### config.mk
export PLATFORM = sky130hd
export DESIGN_NAME = seq_detect_param
export DESIGN_NICKNAME = d
export VERILOG_FILES = /design/src/rtl/seq_detect_pkg.sv /design/src/rtl/seq_detect_hist.sv /design/src/rtl/seq_detect_param.sv
export SDC_FILE = /design/constraint.sdc
export NUM_CORES = 1
export LEC_CHECK = 0
export ABC_CLOCK_PERIOD_IN_PS = 2800
export CAP_MARGIN = 10
export CORE_ASPECT_RATIO = 1.2
export CORE_MARGIN = 2
export CORE_UTILIZATION = 52
export CTS_CLUSTER_DIAMETER = 200
export DETAILED_ROUTE_END_ITERATION = 10
export GPL_TIMING_DRIVEN = 1
export HOLD_SLACK_MARGIN = 0.02
export PLACE_DENSITY = 0.89
export SLEW_MARGIN = 20
export SYNTH_ARGS = -nofsm -noshare
export SYNTH_HDL_FRONTEND = slang
export SYNTH_SLANG_ARGS = --single-unit
### constraint.sdc
create_clock -name clk -period 2.8 [get_ports clk]
set_input_delay 0.84 -clock clk [delete_from_list [all_inputs] [get_ports clk]]
set_output_delay 0.84 -clock clk [all_outputs]
set_load 0.1 [all_outputs]
### src/rtl/seq_detect_pkg.sv
// seq_detect shared types, defaults and helpers.
// Used by seq_detect_param and seq_detect_hist.
package seq_detect_pkg;

  localparam int MAX_W_DEF = 8;
  localparam int CNT_W_DEF = 8;

  typedef enum logic {
    FILL,
    ARMED
  } det_state_t;

  // Width needed to hold 0..max_w.
  function automatic int len_w(input int max_w);
    return $clog2(max_w + 1);
  endfunction

  // 0 behaves as 1; anything above max_w behaves as max_w.
  function automatic int clamp_len(input int len, input int max_w);
    if (len < 1) return 1;
    if (len > max_w) return max_w;
    return len;
  endfunction

endpackage

### src/rtl/seq_detect_hist.sv
// Serial history shift register plus saturating fill count.
// history[0] holds the newest bit.
module seq_detect_hist
  import seq_detect_pkg::*;
#(
  parameter int MAX_W = MAX_W_DEF,
  parameter int LEN_W = len_w(MAX_W)
) (
  input  logic             clk,
  input  logic             reset,
  input  logic             shift,
  input  logic             clr,
  input  logic             din,
  output logic [MAX_W-1:0] hist,
  output logic [LEN_W-1:0] fill
);

  localparam logic [LEN_W-1:0] FILL_MAX = LEN_W'(MAX_W);

  // Clear wins over shift so a same-cycle bit is dropped.
  always_ff @(posedge clk) begin
    if (reset || clr) begin
      hist <= '0;
      fill <= '0;
    end else if (shift) begin
      hist <= {hist[MAX_W-2:0], din};
      if (fill != FILL_MAX) fill <= fill + 1'b1;
    end
  end

endmodule

### src/rtl/seq_detect_param.sv
// Programmable serial pattern detector with match counter.
// Optional cfg_mask port when SEQ_DETECT_MASK_EN is defined.
module seq_detect_param
  import seq_detect_pkg::*;
#(
  parameter int MAX_W = MAX_W_DEF,
  parameter int CNT_W = CNT_W_DEF,
  parameter int LEN_W = len_w(MAX_W)
) (
  input  logic             clk,
  input  logic             reset,
  input  logic             in,
  input  logic             in_valid,
  input  logic             cfg_load,
  input  logic [MAX_W-1:0] cfg_pattern,
  input  logic [LEN_W-1:0] cfg_len,
  input  logic             cfg_overlap,
`ifdef SEQ_DETECT_MASK_EN
  input  logic [MAX_W-1:0] cfg_mask,
`endif
  output logic             out,
  output logic [CNT_W-1:0] match_cnt,
  output logic             busy
);

  logic [MAX_W-1:0] pat_q;
  logic [LEN_W-1:0] len_q;
  logic             ovl_q;
  logic [MAX_W-1:0] mask_q;

  logic [MAX_W-1:0] hist;
  logic [LEN_W-1:0] fill;
  logic [MAX_W-1:0] win;
  logic [MAX_W-1:0] cmask;
  logic [LEN_W:0]   fill_n;
  det_state_t       state;
  logic             eq;
  logic             hit;
  logic             shift;
  logic             hclr;
  logic             unused_msb;

  assign unused_msb = hist[MAX_W-1];

`ifdef SEQ_DETECT_MASK_EN
  // Mask register: 1 = compare, 0 = don't care.
  always_ff @(posedge clk) begin
    if (reset) mask_q <= '1;
    else if (cfg_load) mask_q <= cfg_mask;
  end
`else
  assign mask_q = '1;
`endif

  // Configuration registers.
  always_ff @(posedge clk) begin
    if (reset) begin
      pat_q <= '0;
      len_q <= LEN_W'(1);
      ovl_q <= 1'b1;
    end else if (cfg_load) begin
      pat_q <= cfg_pattern;
      len_q <= LEN_W'(clamp_len(int'(cfg_len), MAX_W));
      ovl_q <= cfg_overlap;
    end
  end

  // Compare window, ARMED once len-1 bits are held.
  always_comb begin
    cmask = '0;
    for (int i = 0; i < MAX_W; i++)
      cmask[i] = (i < int'(len_q)) && mask_q[i];
    win    = {hist[MAX_W-2:0], in};
    eq     = ((win ^ pat_q) & cmask) == '0;
    fill_n = {1'b0, fill} + {{LEN_W{1'b0}}, 1'b1};
    state  = (fill_n >= {1'b0, len_q}) ? ARMED : FILL;
    shift  = in_valid && !cfg_load;
    hit    = shift && (state == ARMED) && eq;
    hclr   = cfg_load || (hit && !ovl_q);
  end

  seq_detect_hist #(
    .MAX_W (MAX_W),
    .LEN_W (LEN_W)
  ) u_hist (
    .clk   (clk),
    .reset (reset),
    .shift (shift),
    .clr   (hclr),
    .din   (in),
    .hist  (hist),
    .fill  (fill)
  );

  // Registered match pulse and saturating counter.
  always_ff @(posedge clk) begin
    if (reset || cfg_load) begin
      out       <= 1'b0;
      match_cnt <= '0;
    end else begin
      out <= hit;
      if (hit && (match_cnt != '1))
        match_cnt <= match_cnt + 1'b1;
    end
  end

  assign busy = (fill != '0);

endmodule
==> metrics.txt <==
status=finished clean; share of cells above drive strength 1=0.1159; f_max=0.3906 GHz; CP bufs+invs=2; cell area after layout=0.002047 mm²; synth warn=0; DRC viols=0; IO Port Bufs=27; Final Wtd Congestion=0.8812; CTS Buf Count=5; commonest non-fill, non-tap cells in the layout=33 x dfxtp_1, 28 x nand2_1, 23 x nor2_1; CP endpoint kind=flip-flop; global-route wire length before repair=6244 µm; total number of vias=1,533; Seq cells post-synth=33; critical-path cell list=clkdlybuf4s50_1 -> nor2b_1 -> o21ai_1 -> or4_1 -> buf_4 -> nor4_1 -> mux2i_1; max-slew violation count=0; Worst Path Required=3.08 ns; Yosys cell types=37; DRT Wirelength=3613 µm; Placement Rows=22; Mapped Cells=200; clock tree buffer depth=2; layout net count=257; vias in the first global route=1,512; Worst slew margin=0.7078; crit share post-route=0.9145; Starting Density=0.5519; mapped cell area=0.001702 mm²; antenna violations before repair=0; leak pwr=0.0007945 µW; Clock transition at path regs=0.10 ns; Design Power=882.1 µW; Worst-Skew Late Latency=0.34 ns; die height=66.67 µm; startpoint types=input pin; pin count of the biggest net entering global routing=21; PnR worst setup slack=0.2395 ns; CTS tree=done; crit path DAT=2.84 ns; CP delay by family, top=simple AND/OR/NAND/NOR gates; clk_skew=0.006031 ns; Slew @ Worst Pin=0.4367 ns; worst hold path type=flip-flop to flip-flop; Post-CTS Resized=0; Crit Path Class=input pin to flip-flop; Horiz. Die Dim=56.22 µm; setup tns final=0 ns; endpoints failing hold=0; global route total overflow=0; Most Used Layer, Global Route=met2; setup repair bufs after CTS=0; clk root buf=clkbuf_4; post-route ant nets=0; pre-CTS WS=-0.1154 ns; IO Pins=28; H-Tree Depth=2; syn avg cell area=8.508 µm²; sequential cell area fraction in the yosys report=0.3882; post-DP HPWL=2730 µm; vias per cell=5.699; Max stage delay on crit path=0.49 ns; Syn-to-layout area delta=20.29%; RSZ-0062 raised after global routing=false; DR pass1 iterations=4; Core ar.=0.003083 mm²; met3 global-route usage=0.06796; clock sinks=33; commonest non-fill, non-tap cell in the layout=dfxtp_1; Placement Cell Area=0.001996 mm²; met1 Resource Use GR=0.2115; gr usage total=0.2209; met2 Track Usage GR=0.4088; Die ar.=0.003748 mm²; Antenna Cells=0; PwrDens=430.9 mW/mm²; max_cap viols=0; Max VDD drop=0.4708 mV; Starting DRT DRC Count=43; Hold Buf Count CTS=0; drt wl/cell=13.43 µm; minimum clock period=2.560 ns; setup violators final=0; Worst Path Max Fanout=7; syn_nets=225; Critical-path top delay cell=or4_1
==> flip-flops by register name (all words and copies together), names as in the netlist <==
register and count:
len_q 4, u_hist.hist 7, pat_q 8, ovl_q 1, match_cnt 8, out 1
u_hist.fill 4
==> path summary, 6_finish.rpt <==
kind	from	to	slack [ns]	cells past startpoint
setup / recovery	in_valid	match_cnt[5]	0.24	7
hold / removal	u_hist.hist[6]	u_hist.hist[6]	0.48	2
setup reg to reg	u_hist.fill[0]	match_cnt[7]	0.50	7
hold reg to reg	u_hist.hist[6]	u_hist.hist[6]	0.48	2
==> report_power, final <==
group | switching, µW | internal, µW
logic | 68.4 | 62.0
registers | 13.2 | 482
clock network | 161 | 95.5
total | 243 | 639
==> tightest hold or removal path: cells and delay by family (launching register included) <==
kind / cells / cell delay [ns]
AND/OR/NAND/NOR: 1 / 0.06
AO/OA/AOI/OAI: 1 / 0.05
flip-flops: 1 / 0.34
==> per-stage QoR <==
step | hold WS [ns] | util | instances
after floorplan | 0.4481 | - | 200
after global placement | 0.4653 | 0.6473 | 261
after detailed placement | 0.4742 | 0.6473 | 261
after CTS | 0.4876 | 0.6640 | 269
after global routing | 0.5045 | 0.6640 | 269
final | 0.4848 | 0.6640 | 269
==> cells by family after synthesis <==
kind of cell / share of synthesized area
AO/OA/AOI/OAI: 0.1206
flip-flops: 0.3882
adder cells (fa/ha/maj): 0.05147
multiplexers: 0.09412
XOR/XNOR: 0.06176
AND/OR/NAND/NOR: 0.2353
buffers and inverters: 0.04853
==> cells in the mapped netlist <==
master | number | share of area
dfxtp_1 | 33 | 0.39
nand2_1 | 28 | 0.062
nor2_1 | 23 | 0.051
mux2i_1 | 16 | 0.094
a21oi_1 | 14 | 0.041
xnor2_1 | 8 | 0.041
ha_1 | 7 | 0.051
inv_1 | 7 | 0.015
nand3_1 | 6 | 0.018
clkbuf_1 | 5 | 0.011
or3_1 | 5 | 0.018
nor4_1 | 4 | 0.015
xor2_1 | 4 | 0.021
buf_2 | 3 | 0.0088
nor3_1 | 3 | 0.0088
a211oi_1 | 2 | 0.0088
and3_1 | 2 | 0.0074
buf_6 | 2 | 0.013
nand2b_1 | 2 | 0.0074
nand4_1 | 2 | 0.0074
nor2b_1 | 2 | 0.0074
nor4b_1 | 2 | 0.010
o21ai_0 | 2 | 0.0059
o221a_1 | 2 | 0.013
o22ai_1 | 2 | 0.0074
o31ai_1 | 2 | 0.0088
or4_1 | 2 | 0.0088
a211o_1 | 1 | 0.0051
a311oi_1 | 1 | 0.0051
a31oi_1 | 1 | 0.0037
and4_1 | 1 | 0.0051
nand3b_1 | 1 | 0.0044
o211ai_1 | 1 | 0.0044
o21a_1 | 1 | 0.0044
o21ai_1 | 1 | 0.0029
o41ai_2 | 1 | 0.0096
or3b_2 | 1 | 0.0051
==> cell type report <==
type	count	area, µm²
clock buffer	6	41.29
clock inverter	2	10.01
fill	274	1036
inverter	7	26.28
multi-input combinational	150	958.4
sequential	33	660.6
tap	36	45.04
timing repair buffer	35	305.3
==> routing by layer <==
layer	wire, µm	vias up
li1	-	763
met1	1447	720
met2	1890	37
met3	154	13
met4	119	0
met5	0	-
(Power assumes the default switching activity.)
